<file path="src/rtl/sump_cmd_pkg.sv">
// Shared definitions for the SUMP command parser: FSM state encoding and the
// opcode values the downstream core decodes.
package sump_cmd_pkg;

  typedef enum logic [1:0] {
    S_IDLE    = 2'd0,
    S_PAYLOAD = 2'd1,
    S_HOLD    = 2'd2
  } state_t;

  localparam logic [7:0] CMD_RESET      = 8'h00;
  localparam logic [7:0] CMD_RUN        = 8'h01;
  localparam logic [7:0] CMD_ID         = 8'h02;
  localparam logic [7:0] CMD_META       = 8'h04;
  localparam logic [7:0] CMD_DIV        = 8'h80;
  localparam logic [7:0] CMD_CNT        = 8'h81;
  localparam logic [7:0] CMD_FLAGS      = 8'h82;
  localparam logic [7:0] CMD_TRIG_MASK0 = 8'hC0;
  localparam logic [7:0] CMD_TRIG_VAL0  = 8'hC1;
  localparam logic [7:0] CMD_TRIG_CFG0  = 8'hC2;

endpackage

</file>
<file path="src/rtl/sump_cmd_timeout.sv">
// Idle-cycle counter for the payload phase of the command parser.
// Ports:
//   clk       system clock
//   rst       synchronous reset, active-low
//   i_clr     clear the count (a byte was accepted)
//   i_en      counting enabled (parser is collecting payload)
//   o_expired count has reached TIMEOUT_CYC while enabled
// TIMEOUT_CYC == 0 removes the counter entirely; o_expired is then constant 0.
module sump_cmd_timeout #(
  parameter int TIMEOUT_CYC = 50000
) (
  input  logic clk,
  input  logic rst,
  input  logic i_clr,
  input  logic i_en,
  output logic o_expired
);

  generate
    if (TIMEOUT_CYC == 0) begin : g_off
      logic w_unused;
      assign w_unused  = ^{clk, rst, i_clr, i_en};
      assign o_expired = 1'b0;
    end else begin : g_on
      localparam int CW = $clog2(TIMEOUT_CYC + 1);
      localparam logic [CW-1:0] LIMIT = CW'(TIMEOUT_CYC);

      logic [CW-1:0] r_cnt;

      // Count holds at LIMIT so expiry stays asserted until the FSM leaves.
      always_ff @(posedge clk) begin
        if (!rst) begin
          r_cnt <= '0;
        end else if (i_clr) begin
          r_cnt <= '0;
        end else if (i_en && (r_cnt != LIMIT)) begin
          r_cnt <= r_cnt + 1'b1;
        end
      end

      assign o_expired = i_en && (r_cnt == LIMIT);
    end
  endgenerate

endmodule

</file>
<file path="src/rtl/sump_cmd_parser.sv">
// SUMP byte-stream command parser. Assembles short (opcode only) and long
// (opcode + PAYLOAD_BYTES little-endian bytes) commands into one command word
// offered on a valid/ready handshake. Partial long commands are discarded after
// TIMEOUT_CYC idle cycles and counted in a saturating error counter.
// Ports:
//   clk, rst             clock, synchronous active-low reset
//   rx_data/rx_valid     incoming byte stream
//   rx_ready             parser can take a byte (0 only while holding a command)
//   cmd_valid/cmd_ready  command handshake
//   cmd_opcode           opcode byte
//   cmd_long             1 = long command, cmd_data carries the payload
//   cmd_data             payload, first byte in [7:0]; zero for short commands
//   err_cnt              timed-out partial commands, saturates at 255
module sump_cmd_parser
  import sump_cmd_pkg::*;
#(
  parameter int         PAYLOAD_BYTES = 4,
  parameter logic [7:0] LONG_MASK     = 8'h80,
  parameter int         TIMEOUT_CYC   = 50000
) (
  input  logic                       clk,
  input  logic                       rst,
  input  logic [7:0]                 rx_data,
  input  logic                       rx_valid,
  output logic                       rx_ready,
  output logic                       cmd_valid,
  input  logic                       cmd_ready,
  output logic [7:0]                 cmd_opcode,
  output logic                       cmd_long,
  output logic [8*PAYLOAD_BYTES-1:0] cmd_data,
  output logic [7:0]                 err_cnt
);

  localparam int DW = 8 * PAYLOAD_BYTES;
  localparam int IW = (PAYLOAD_BYTES > 1) ? $clog2(PAYLOAD_BYTES) : 1;
  localparam logic [IW-1:0] LAST_IDX = IW'(PAYLOAD_BYTES - 1);

  function automatic logic [7:0] sat_inc8(input logic [7:0] v);
    return (v == 8'hFF) ? v : v + 8'd1;
  endfunction

  state_t          r_state, w_state_nxt;
  logic [7:0]      r_opcode, w_opcode_nxt;
  logic            r_long, w_long_nxt;
  logic [DW-1:0]   r_data, w_data_nxt;
  logic [IW-1:0]   r_idx, w_idx_nxt;
  logic [7:0]      r_err, w_err_nxt;
  logic            w_accept;
  logic            w_expired;

  // rx_ready is a pure state decode, so accept needs no extra gating.
  assign rx_ready  = (r_state != S_HOLD);
  assign cmd_valid = (r_state == S_HOLD);
  assign w_accept  = rx_valid && rx_ready;

  sump_cmd_timeout #(
    .TIMEOUT_CYC(TIMEOUT_CYC)
  ) u_timeout (
    .clk       (clk),
    .rst       (rst),
    .i_clr     (w_accept),
    .i_en      (r_state == S_PAYLOAD),
    .o_expired (w_expired)
  );

  always_ff @(posedge clk) begin
    if (!rst) begin
      r_state  <= S_IDLE;
      r_opcode <= '0;
      r_long   <= 1'b0;
      r_data   <= '0;
      r_idx    <= '0;
      r_err    <= '0;
    end else begin
      r_state  <= w_state_nxt;
      r_opcode <= w_opcode_nxt;
      r_long   <= w_long_nxt;
      r_data   <= w_data_nxt;
      r_idx    <= w_idx_nxt;
      r_err    <= w_err_nxt;
    end
  end

  always_comb begin
    w_state_nxt  = r_state;
    w_opcode_nxt = r_opcode;
    w_long_nxt   = r_long;
    w_data_nxt   = r_data;
    w_idx_nxt    = r_idx;
    w_err_nxt    = r_err;
    case (r_state)
      S_IDLE: begin
        if (w_accept) begin
          w_opcode_nxt = rx_data;
          w_data_nxt   = '0;
          w_long_nxt   = 1'b0;
          w_idx_nxt    = '0;
          if ((rx_data & LONG_MASK) != 8'h00) begin
            w_state_nxt = S_PAYLOAD;
          end else begin
            w_state_nxt = S_HOLD;
          end
        end
      end
      S_PAYLOAD: begin
        // A byte arriving on the expiry cycle takes priority over the timeout.
        if (w_accept) begin
          w_data_nxt[8*r_idx +: 8] = rx_data;
          w_idx_nxt = r_idx + 1'b1;
          if (r_idx == LAST_IDX) begin
            w_long_nxt  = 1'b1;
            w_idx_nxt   = '0;
            w_state_nxt = S_HOLD;
          end
        end else if (w_expired) begin
          w_data_nxt  = '0;
          w_idx_nxt   = '0;
          w_err_nxt   = sat_inc8(r_err);
          w_state_nxt = S_IDLE;
        end
      end
      S_HOLD: begin
        if (cmd_ready) begin
          w_state_nxt = S_IDLE;
        end
      end
      default: begin
        w_state_nxt = S_IDLE;
      end
    endcase
  end

  assign cmd_opcode = r_opcode;
  assign cmd_long   = r_long;
  assign cmd_data   = r_data;
  assign err_cnt    = r_err;

endmodule

</file>
<file path="config.mk">
export PLATFORM = sky130hd
export DESIGN_NAME = sump_cmd_parser
export DESIGN_NICKNAME = d
export VERILOG_FILES = /design/src/rtl/sump_cmd_pkg.sv /design/src/rtl/sump_cmd_timeout.sv /design/src/rtl/sump_cmd_parser.sv
export SDC_FILE = /design/constraint.sdc
export NUM_CORES = 1
export LEC_CHECK = 0
export ABC_CLOCK_PERIOD_IN_PS = 2500
export CAP_MARGIN = 10
export CORE_ASPECT_RATIO = 0.6
export CORE_MARGIN = 2
export CORE_UTILIZATION = 45
export CTS_CLUSTER_DIAMETER = 200
export DETAILED_ROUTE_END_ITERATION = 10
export GPL_TIMING_DRIVEN = 0
export PLACE_DENSITY_LB_ADDON = 0.12
export SLEW_MARGIN = 20
export SYNTH_ARGS = -nofsm -noshare
export SYNTH_HDL_FRONTEND = slang
export SYNTH_HIERARCHICAL = 1
export SYNTH_SLANG_ARGS = --single-unit
</file>
<file path="constraint.sdc">
create_clock -name clk -period 2.5 [get_ports clk]
set_input_delay 0.625 -clock clk [delete_from_list [all_inputs] [get_ports clk]]
set_output_delay 0.625 -clock clk [all_outputs]
set_load 0.005 [all_outputs]
</file>
==> run_results.csv, run 1 <==
group,metric,value,unit
synthesis,synth_cells,328,
placement,portBuffers,62,
sta,min_period,2.39,ns
clock_tree,cts_tree,"built",
synthesis,netlist_area,3090,sq um
clock_tree,cts-root-buf,"clkbuf_16",
cells_and_area,fill_cells,572,
floorplanning,coreArea,6650,sq um
detailed_routing,drc,0,
sta,fmax,418,MHz
detailed_routing,num_vias,2704,
global_routing,grt_pass1_vias,2355,
sta,tightest_slew,0.558,ns
power,ir_drop,0.000415,V
clock_tree,path_clk_slew,0.06,ns
synthesis,ys.flop_type,"dfxtp_1",
floorplanning,die_area,7570,sq um
sta,maxSlewHeadroom,62.5,%
critical_path,rr_endpoint,"cmd_data[25]$_SDFFE_PN0P_",
clock_tree,cts.sinks,69,
critical_path,reg2reg_from,"u_timeout/g_on.r_cnt[14]$_SDFFE_PP0P_",
floorplanning,die_x,111,um
critical_path,cp_max_fo,10,
sta,setup_viol_count_final,0,
cells_and_area,multiInputGateArea,1620,sq um
critical_path,crit_family,"buffers and inverters",
critical_path,end_kind,"output pin",
synthesis,ys_ff_latch,69,
sta,fin_worst_skew,0.00550,ns
critical_path,required,1.88,ns
detailed_routing,dr.pass1.iters,4,
placement,globalplace.congestion,0.849,
critical_path,cp_slowest_cell,"clkdlybuf4s50_1",
cells_and_area,final_layout_size_suffix_gt1_share,9.09,%
power,powerDensity,627,nW/um^2
critical_path,worstPathArrival,1.77,ns
placement,hpwlAfterDp,5.95,mm
detailed_routing,ant_nets,0,
detailed_routing,wl,8.10,mm
floorplanning,initial_core_util,46.5,%
detailed_routing,wl_per_cell,16.4,um
sta,rsz0062_at_grt,"yes",
cells_and_area,area_growth,33.9,%
global_routing,grt_pass1_wl,12.8,mm
clock_tree,cts_made_buffers,9,
synthesis,syn_avg_cell_area,9.42,sq um
floorplanning,die_y,68.2,um
critical_path,crit_path_start_kind,"flip-flop",
synthesis,synth_edf_count,0,
floorplanning,fp-row-count,23,
global_routing,grt_use_total,22.4,%
cells_and_area,register_area,1380,sq um
placement,placed_cell_area,3820,sq um
detailed_routing,dr.first_iter.drc_count,170,
floorplanning,io_pins,63,
critical_path,reg2reg_setup_slack,0.11,ns
synthesis,ys_async_sr_fraction,0,%
cells_and_area,fin_util,62.2,%
cells_and_area,nets,423,
cells_and_area,most-common-layout-cells,"dfxtp_1 (69), clkdlybuf4s50_1 (62), nand2_1 (32), o21ai_0 (23)",
clock_tree,h-tree-depth,3,
sta,period_share,95.7,%
hold_path,hp-start,"cmd_data[14]$_SDFFE_PN0P_",
critical_path,r2r_cells,7,
global_routing,grt_max_degree,13,
run,cap_violations,0,
global_routing,grt-ovfl-total,0,
synthesis,yosysWarnings,6,
critical_path,startpoint,"r_state[0]$_SDFFE_PN0P_",
critical_path,path_class,"reg2out",
critical_path,path_cells,"inv_1 > nand2_1 > clkdlybuf4s50_1",
cells_and_area,fin_area,4140,sq um
sta,slew_viol_final,0,
sta,final_hold_viol_count,0,
synthesis,synth.distinct_cells,51,
hold_path,min_path_cells,1,
critical_path,critPathMaxStageDelay,0.53,ns
hold_path,whs_endpoint,"cmd_data[14]$_SDFFE_PN0P_",
global_routing,antenna_found_initial,0,
cells_and_area,diodes,0,
hold_path,hp-class,"reg2reg",
clock_tree,insertion_delay,0.33,ns
critical_path,critPathBufInv,2,
cells_and_area,final_common_cell,"dfxtp_1",
status,status,"finished, final reports clean",
clock_tree,clock_path_buffers,2,
synthesis,seq_area_frac_synth,44.7,%
synthesis,syn-num-nets,349,
detailed_routing,vias_per_cell,5.47,
power,p_leak,1.46,nW
## routing by layer
metal  GRT usage, %  up-vias  share of wire, %
li1               -     1319                 -
met1           34.3     1282                52
met4           7.66        0               1.0
met5              0        -                 0
met3           5.31        8               7.1
met2           30.3       95                39
## worst register-to-register path, cell delays in order, from the launching register on
cell	delay, ns
dfxtp_1	0.39
or3b_2	0.51
nor4_4	0.32
and2_2	0.22
and3b_2	0.26
a21oi_1	0.06
o21a_2	0.28
a22o_1	0.25
## layout make-up
type	instances	share of cell area (%)
clock buffer	11	5.87
clock inverter	5	1.42
tap	87	2.63
sequential	69	33.4
buffer	13	1.33
multi-input combinational	236	39.3
timing repair buffer	63	15.2
inverter	10	0.907
## synthesized netlist by cell type, drive strengths merged, types with 2 or more instances
master    n  area, sq um
a22o     16          140
nand2    32          120
nand4b    2         17.5
mux2i     9         90.1
or3       3         20.0
xnor2    12          105
clkbuf   10         37.5
a21oi     9         48.8
ha        9          113
inv      10         37.5
and2     10         63.8
nand2b    7         43.8
a21boi   18          135
xor2      3         26.3
buf       3         15.0
dfxtp    69         1380
nor3b     3         27.5
nor2     16         60.1
o21ai    27          135
nor3      5         30.0
a31oi     3         18.8
and3      3         18.8
nor4      7         88.8
o211ai    2         15.0
o21a      2         15.0
nand3     7         40.0
nand4     6         37.5
nor2b    10         62.6
o2111ai   2         17.5
## power by group
group          total [mW]  internal (mW)  switching [mW]
registers            1.13           1.12          0.0125
clock network        1.27          0.800           0.468
logic               0.196         0.0857           0.110
total                2.59           2.00           0.590
## registers in the layout, summed over array words and instances, names as in the netlist
signal,flops
u_timeout/g_on.r_cnt,16
cmd_opcode,8
err_cnt,8
cmd_data,32
cmd_long,1
r_idx,2
r_state,2
## metrics by stage
stage | cells | setup TNS (ns) | hold slack (ns) | total power, mW | setup WS (ns)
3_5_place_dp | 477 | -6.78 | 0.462 | 1.34 | -0.430
6_report | 494 | 0 | 0.472 | 2.59 | 0.109
5_1_grt | 494 | -0.0141 | 0.484 | 2.68 | -0.0105
4_1_cts | 494 | 0 | 0.475 | 2.61 | 0.0579
3_3_place_gp | 477 | -5.49 | 0.460 | 1.34 | -0.402
2_1_floorplan | 328 | 0 | 0.458 | 1.25 | 0.202
## worst max path at each step
stage                     slack [ns]                              endpoint  cells after the start
final                           0.11                              rx_ready                      3
after detailed placement       -0.43  u_timeout/g_on.r_cnt[4]$_SDFFE_PP0P_                      7
after global routing           -0.01             cmd_data[16]$_SDFFE_PN0P_                      9
after global placement         -0.40  u_timeout/g_on.r_cnt[4]$_SDFFE_PP0P_                      7
after CTS                       0.06             cmd_data[25]$_SDFFE_PN0P_                      7
after floorplan                 0.20             cmd_data[24]$_SDFFE_PN0P_                      7
## cells by family (layout without fill, tap and decap cells)
family	Yosys count	count (layout)	synth area share [%]
xor+xnor	15	15	4.25
compound gates	82	82	17.8
fa+ha+maj	9	9	3.65
buf+inv	23	102	2.92
mux	9	9	2.92
flops	69	69	44.7
simple gates	121	121	23.8
## timing repair
action | CTS | global route
buffers inserted | 1 | 0
hold buffers | 0 | 0
pin swaps | 1 | 0
resized for setup | 1 | 6
setup endpoints to repair | 48 | 30
Power figures use the tool's default switching activity.
==> run 2, diff against run 1 <==
Settings changed: TNS_END_PERCENT set to 20.
==> run 2 against run 1 <==
Compared with the run above:
- global-route usage unchanged
- count of clock-buffer cells in the layout unchanged
- fmax is the same
- largest cell class unchanged
- worst hold slack unchanged
- design area unchanged
- first-iteration DRC count unchanged
- clock power hardly changed
- wire length hardly changed
==> run_results.csv, run 2 (synthesis gave the netlist of run 1 again) <==
group,metric,value,unit
clock_tree,cts_tree,"built",
cells_and_area,final_layout_size_suffix_gt1_share,9.09,%
sta,setup_viol_count_final,0,
placement,placed_cell_area,3820,sq um
sta,period_share,95.7,%
cells_and_area,largest_reg_flops,32,
sta,fin_worst_skew,0.00551,ns
clock_tree,cts-root-buf,"clkbuf_16",
sta,whs,0.472,ns
critical_path,crit_path_start_kind,"flip-flop",
detailed_routing,drc,0,
clock_tree,insertion_delay,0.33,ns
cells_and_area,diodes,0,
sta,final_hold_viol_count,0,
cells_and_area,fill_cells,572,
clock_tree,clock_path_buffers,2,
clock_tree,cts.sinks,69,
cells_and_area,nets,423,
sta,slew_viol_final,0,
detailed_routing,dr.first_iter.drc_count,170,
cells_and_area,final_common_cell,"dfxtp_1",
cells_and_area,area_growth,33.9,%
cells_and_area,fin_util,62.2,%
power,ir_drop,0.000415,V
cells_and_area,fin_area,4140,sq um
floorplanning,fp-row-count,23,
cells_and_area,most-common-layout-cells,"dfxtp_1 (69), clkdlybuf4s50_1 (62), nand2_1 (32), o21ai_0 (23)",
placement,portBuffers,62,
floorplanning,die_area,7570,sq um
detailed_routing,ant_nets,0,
clock_tree,postCtsHoldBufs,0,
clock_tree,path_clk_slew,0.06,ns
sta,maxSlewHeadroom,62.9,%
run,cap_violations,0,
floorplanning,die_y,68.2,um
power,powerDensity,627,nW/um^2
power,finalPower,2.59,mW
detailed_routing,wl_per_cell,16.4,um
power,p_leak,1.46,nW
floorplanning,initial_core_util,46.5,%
placement,globalplace.congestion,0.849,
critical_path,worstPathArrival,1.77,ns
critical_path,cp_max_fo,10,
detailed_routing,wl,8.10,mm
critical_path,path_class,"reg2out",
sta,rsz0062_at_grt,"yes",
placement,hpwlAfterDp,5.95,mm
sta,fmax,418,MHz
floorplanning,die_x,111,um
global_routing,grt_pass1_wl,12.8,mm
clock_tree,h-tree-depth,3,
critical_path,required,1.88,ns
clock_tree,cts_made_buffers,9,
floorplanning,coreArea,6650,sq um
sta,tightest_slew,0.553,ns
hold_path,hp-class,"reg2reg",
sta,min_period,2.39,ns
critical_path,end_kind,"output pin",
detailed_routing,dr.pass1.iters,4,
global_routing,antenna_found_initial,0,
floorplanning,io_pins,63,
global_routing,grt-ovfl-total,0,
global_routing,grt_max_degree,13,
status,status,"finished, final reports clean",
global_routing,grt_pass1_vias,2355,
global_routing,grt_use_total,22.4,%
detailed_routing,vias_per_cell,5.47,
detailed_routing,num_vias,2702,
[run 2: cell count changes in the layout (fill, tap and decap cells not counted)]
cell | before | now
clkbuf_1 | 8 | 9
buf_1 | 1 | 0
[run 2: cell type report]
| cell class | count | area [sq um] | share of cell area (%) |
|---|---|---|---|
| well taps | 87 | 109 | 2.63 |
| repair buffers | 63 | 628 | 15.2 |
| multi-input cells | 236 | 1620 | 39.3 |
| flip-flops and latches | 69 | 1380 | 33.4 |
| plain buffers | 13 | 55.1 | 1.33 |
| clock buffers | 11 | 243 | 5.87 |
| inverters | 10 | 37.5 | 0.907 |
| clock inverters | 5 | 58.8 | 1.42 |
[run 2: repair_timing]
item / CTS / global route
setup buffers: 1 / 0
pin swaps: 1 / 0
endpoints found under the setup margin: 48 / 30
resized for setup: 1 / 5
[run 2: power by group]
group | leakage, nW | internal [mW] | switching (mW)
Combinational | 0.765 | 0.0857 | 0.110
Sequential | 0.557 | 1.12 | 0.0125
Clock | 0.142 | 0.800 | 0.468
Total | 1.46 | 2.00 | 0.590
[run 2: layer usage]
layer / track usage (%) / up-vias / wire (um)
met5: 0 / - / 0
met4: 7.66 / 0 / 85
met3: 5.31 / 8 / 581
met2: 30.3 / 95 / 3190
met1: 34.3 / 1280 / 4250
li1: - / 1319 / -
[run 2: critical path, stage by stage (launching register included)]
cell	delay, ns
dfxtp_1	0.52
inv_1	0.19
nand2_1	0.20
clkdlybuf4s50_1	0.53
[run 2: worst paths after layout]
check | from | end | slack (ns) | cells past startpoint
hold reg to reg | cmd_data[14]$_SDFFE_PN0P_ | cmd_data[14]$_SDFFE_PN0P_ | 0.47 | 1
hold / removal | cmd_data[14]$_SDFFE_PN0P_ | cmd_data[14]$_SDFFE_PN0P_ | 0.47 | 1
setup / recovery | r_state[0]$_SDFFE_PN0P_ | rx_ready | 0.11 | 3
setup reg to reg | u_timeout/g_on.r_cnt[14]$_SDFFE_PP0P_ | cmd_data[25]$_SDFFE_PN0P_ | 0.11 | 7
[run 2: stage by stage]
step	worst slack (ns)	instances	TNS [ns]
finish	0.109	494	0
CTS	0.0579	494	0
detailed placement	-0.430	477	-6.78
global placement	-0.402	477	-5.49
global route	-0.0105	494	-0.0146
floorplan	0.202	328	0
==> run 3, diff against run 2 <==
Settings changed: PLACE_DENSITY set to 0.71, PLACE_DENSITY_LB_ADDON 0.12 to not set.
==> run 3 against run 2 <==
Compared with the run above:
- worst hold slack improved by 0.0017 ns
- largest cell class unchanged
- global-route usage fell by 0.30 points
- highest routed layer unchanged
- clock skew fell by 0.0015 ns
- critical path depth rose by 4
- die area did not move
- clock power barely moved
==> run_results.csv, run 3 (synthesis gave the netlist of run 1 again) <==
group,metric,value,unit
detailed_routing,dr.pass1.iters,4,
power,clkPwrFrac,48.8,%
power,p_sw,0.557,mW
sta,slew_viol_final,0,
cells_and_area,most-common-layout-cells,"dfxtp_1 (69), clkdlybuf4s50_1 (62), nand2_1 (32), o21ai_0 (23)",
cells_and_area,final_layout_size_suffix_gt1_share,8.13,%
critical_path,critPathBufInv,0,
floorplanning,coreArea,6650,sq um
detailed_routing,wl,7.85,mm
sta,maxSlewHeadroom,60.7,%
cells_and_area,largest_reg_flops,32,
detailed_routing,wl_met3,481,um
sta,fmax,418,MHz
detailed_routing,wl_per_cell,15.9,um
critical_path,critPathMaxStageDelay,0.51,ns
floorplanning,fp-row-count,23,
critical_path,crit_path_start_kind,"flip-flop",
power,power_frac_seq,43.8,%
cells_and_area,nets,423,
detailed_routing,drc,0,
cells_and_area,fin_util,62.1,%
sta,fin_worst_skew,0.00400,ns
placement,place_inst,477,
sta,final_hold_viol_count,0,
cells_and_area,fill_cells,589,
cells_and_area,layout.cells.non_filler,493,
critical_path,path_cells,"or3b_2 > nor4_4 > and2_2 > and3b_2 > a21oi_1 > o21a_1 > a22o_1",
detailed_routing,met1_length,4.17,mm
floorplanning,initial_core_util,46.5,%
floorplanning,die_y,68.2,um
sta,finalSetupTns,0,ns
floorplanning,io_pins,63,
critical_path,cp_slowest_cell,"or3b_2",
cells_and_area,area_growth,33.6,%
detailed_routing,dr.first_iter.drc_count,174,
power,powerDensity,625,nW/um^2
placement,portBuffers,62,
placement,globalplace.congestion,0.827,
clock_tree,path_clk_slew,0.05,ns
power,internal_power,2.02,mW
global_routing,grt_use_total,22.1,%
critical_path,required,2.72,ns
global_routing,grt-ovfl-total,0,
clock_tree,postCtsHoldBufs,0,
detailed_routing,vias_per_cell,5.34,
floorplanning,die_x,111,um
detailed_routing,ant_nets,0,
clock_tree,cts_tree,"built",
critical_path,cp_max_fo,8,
detailed_routing,wl_met2,3.09,mm
floorplanning,die_area,7570,sq um
detailed_routing,highest_layer,"met4",
global_routing,antenna_found_initial,0,
power,p_leak,1.46,nW
power,share_comb_of_total_power,7.4,%
global_routing,grt_pass1_vias,2527,
power,ir_drop,0.000427,V
global_routing,grt_max_degree,11,
critical_path,worstPathArrival,2.62,ns
clock_tree,clock_path_buffers,2,
sta,min_period,2.39,ns
clock_tree,h-tree-depth,3,
hold_path,hp-class,"reg2reg",
sta,tightest_slew,0.590,ns
placement,hpwlAfterDp,5.64,mm
sta,setup_viol_count_final,0,
status,status,"finished, final reports clean",
critical_path,end_kind,"flip-flop",
cells_and_area,diodes,0,
detailed_routing,num_vias,2632,
power,finalPower,2.58,mW
critical_path,path_class,"reg2reg",
global_routing,grt_pass1_wl,12.9,mm
cells_and_area,final_common_cell,"dfxtp_1",
clock_tree,insertion_delay,0.33,ns
clock_tree,cts.sinks,69,
critical_path,crit_family,"simple AND/OR/NAND/NOR gates",
clock_tree,cts-root-buf,"clkbuf_16",
clock_tree,cts_made_buffers,9,
power,swShare,21.6,%
sta,rsz0062_at_grt,"yes",
sta,period_share,95.8,%
run,cap_violations,0,
## run 3: changes by cell type in the layout (fill, tap and decap cells not counted)
| cell | before | now |
|---|---|---|
| clkbuf_1 | 9 | 11 |
| clkinv_2 | 1 | 0 |
| clkbuf_8 | 1 | 2 |
| inv_6 | 1 | 0 |
| o21a_2 | 1 | 0 |
| clkinvlp_4 | 2 | 0 |
| o21a_1 | 1 | 2 |
## run 3: worst reg2reg max path, delay by kind of cell (launching register included)
family,cells,cell delay (ns)
AO/OA/AOI/OAI,3,0.62
flip-flops,1,0.38
AND/OR/NAND/NOR,4,1.28
## run 3: path summary, 6_finish.rpt
kind | startpoint | endpoint | slack [ns] | depth (start not counted)
setup / recovery | u_timeout/g_on.r_cnt[14]$_SDFFE_PP0P_ | cmd_data[28]$_SDFFE_PN0P_ | 0.11 | 7
hold / removal | cmd_data[12]$_SDFFE_PN0P_ | cmd_data[12]$_SDFFE_PN0P_ | 0.47 | 1
setup reg to reg | u_timeout/g_on.r_cnt[14]$_SDFFE_PP0P_ | cmd_data[28]$_SDFFE_PN0P_ | 0.11 | 7
hold reg to reg | cmd_data[12]$_SDFFE_PN0P_ | cmd_data[12]$_SDFFE_PN0P_ | 0.47 | 1
## run 3: metal layers
| layer | vias to the layer above | track usage, % |
|---|---|---|
| met1 | 1251 | 30.3 |
| met4 | 0 | 7.97 |
| met5 | - | 0 |
| li1 | 1314 | - |
| met3 | 9 | 8.68 |
| met2 | 58 | 31.7 |
## run 3: through the flow
step / hold WS [ns] / setup slack (ns) / instance area [sq um]
final: 0.474 / 0.105 / 4130
after global placement: 0.455 / -0.356 / 3820
after CTS: 0.473 / 0.0857 / 4120
after global routing: 0.483 / -0.0134 / 4130
after detailed placement: 0.458 / -0.381 / 3820
after floorplan: 0.458 / 0.202 / 3090
## run 3: power by group through the flow
stage / Combinational (mW) / Sequential, mW / Clock [mW]
floorplan: 0.0979 / 1.15 / 0
global placement: 0.186 / 1.15 / 0
detailed placement: 0.188 / 1.15 / 0
CTS: 0.189 / 1.13 / 1.28
global route: 0.206 / 1.13 / 1.32
finish: 0.191 / 1.13 / 1.26
## run 3: layout make-up
class	count	area [sq um]	share of cell area [%]
clock inverters	1	30.0	0.727
repair buffers	63	628	15.2
well taps	87	109	2.64
clock buffers	14	264	6.40
flip-flops and latches	69	1380	33.5
inverters	10	37.5	0.909
multi-input cells	236	1620	39.3
plain buffers	13	55.1	1.33
## run 3: timing repair
item | in CTS | in global routing
setup endpoints to repair | 35 | 25
resized for setup | 1 | 4
pin swaps | 1 | 0
endpoints found under the hold margin | 0 | 0
setup buffers | 1 | 0
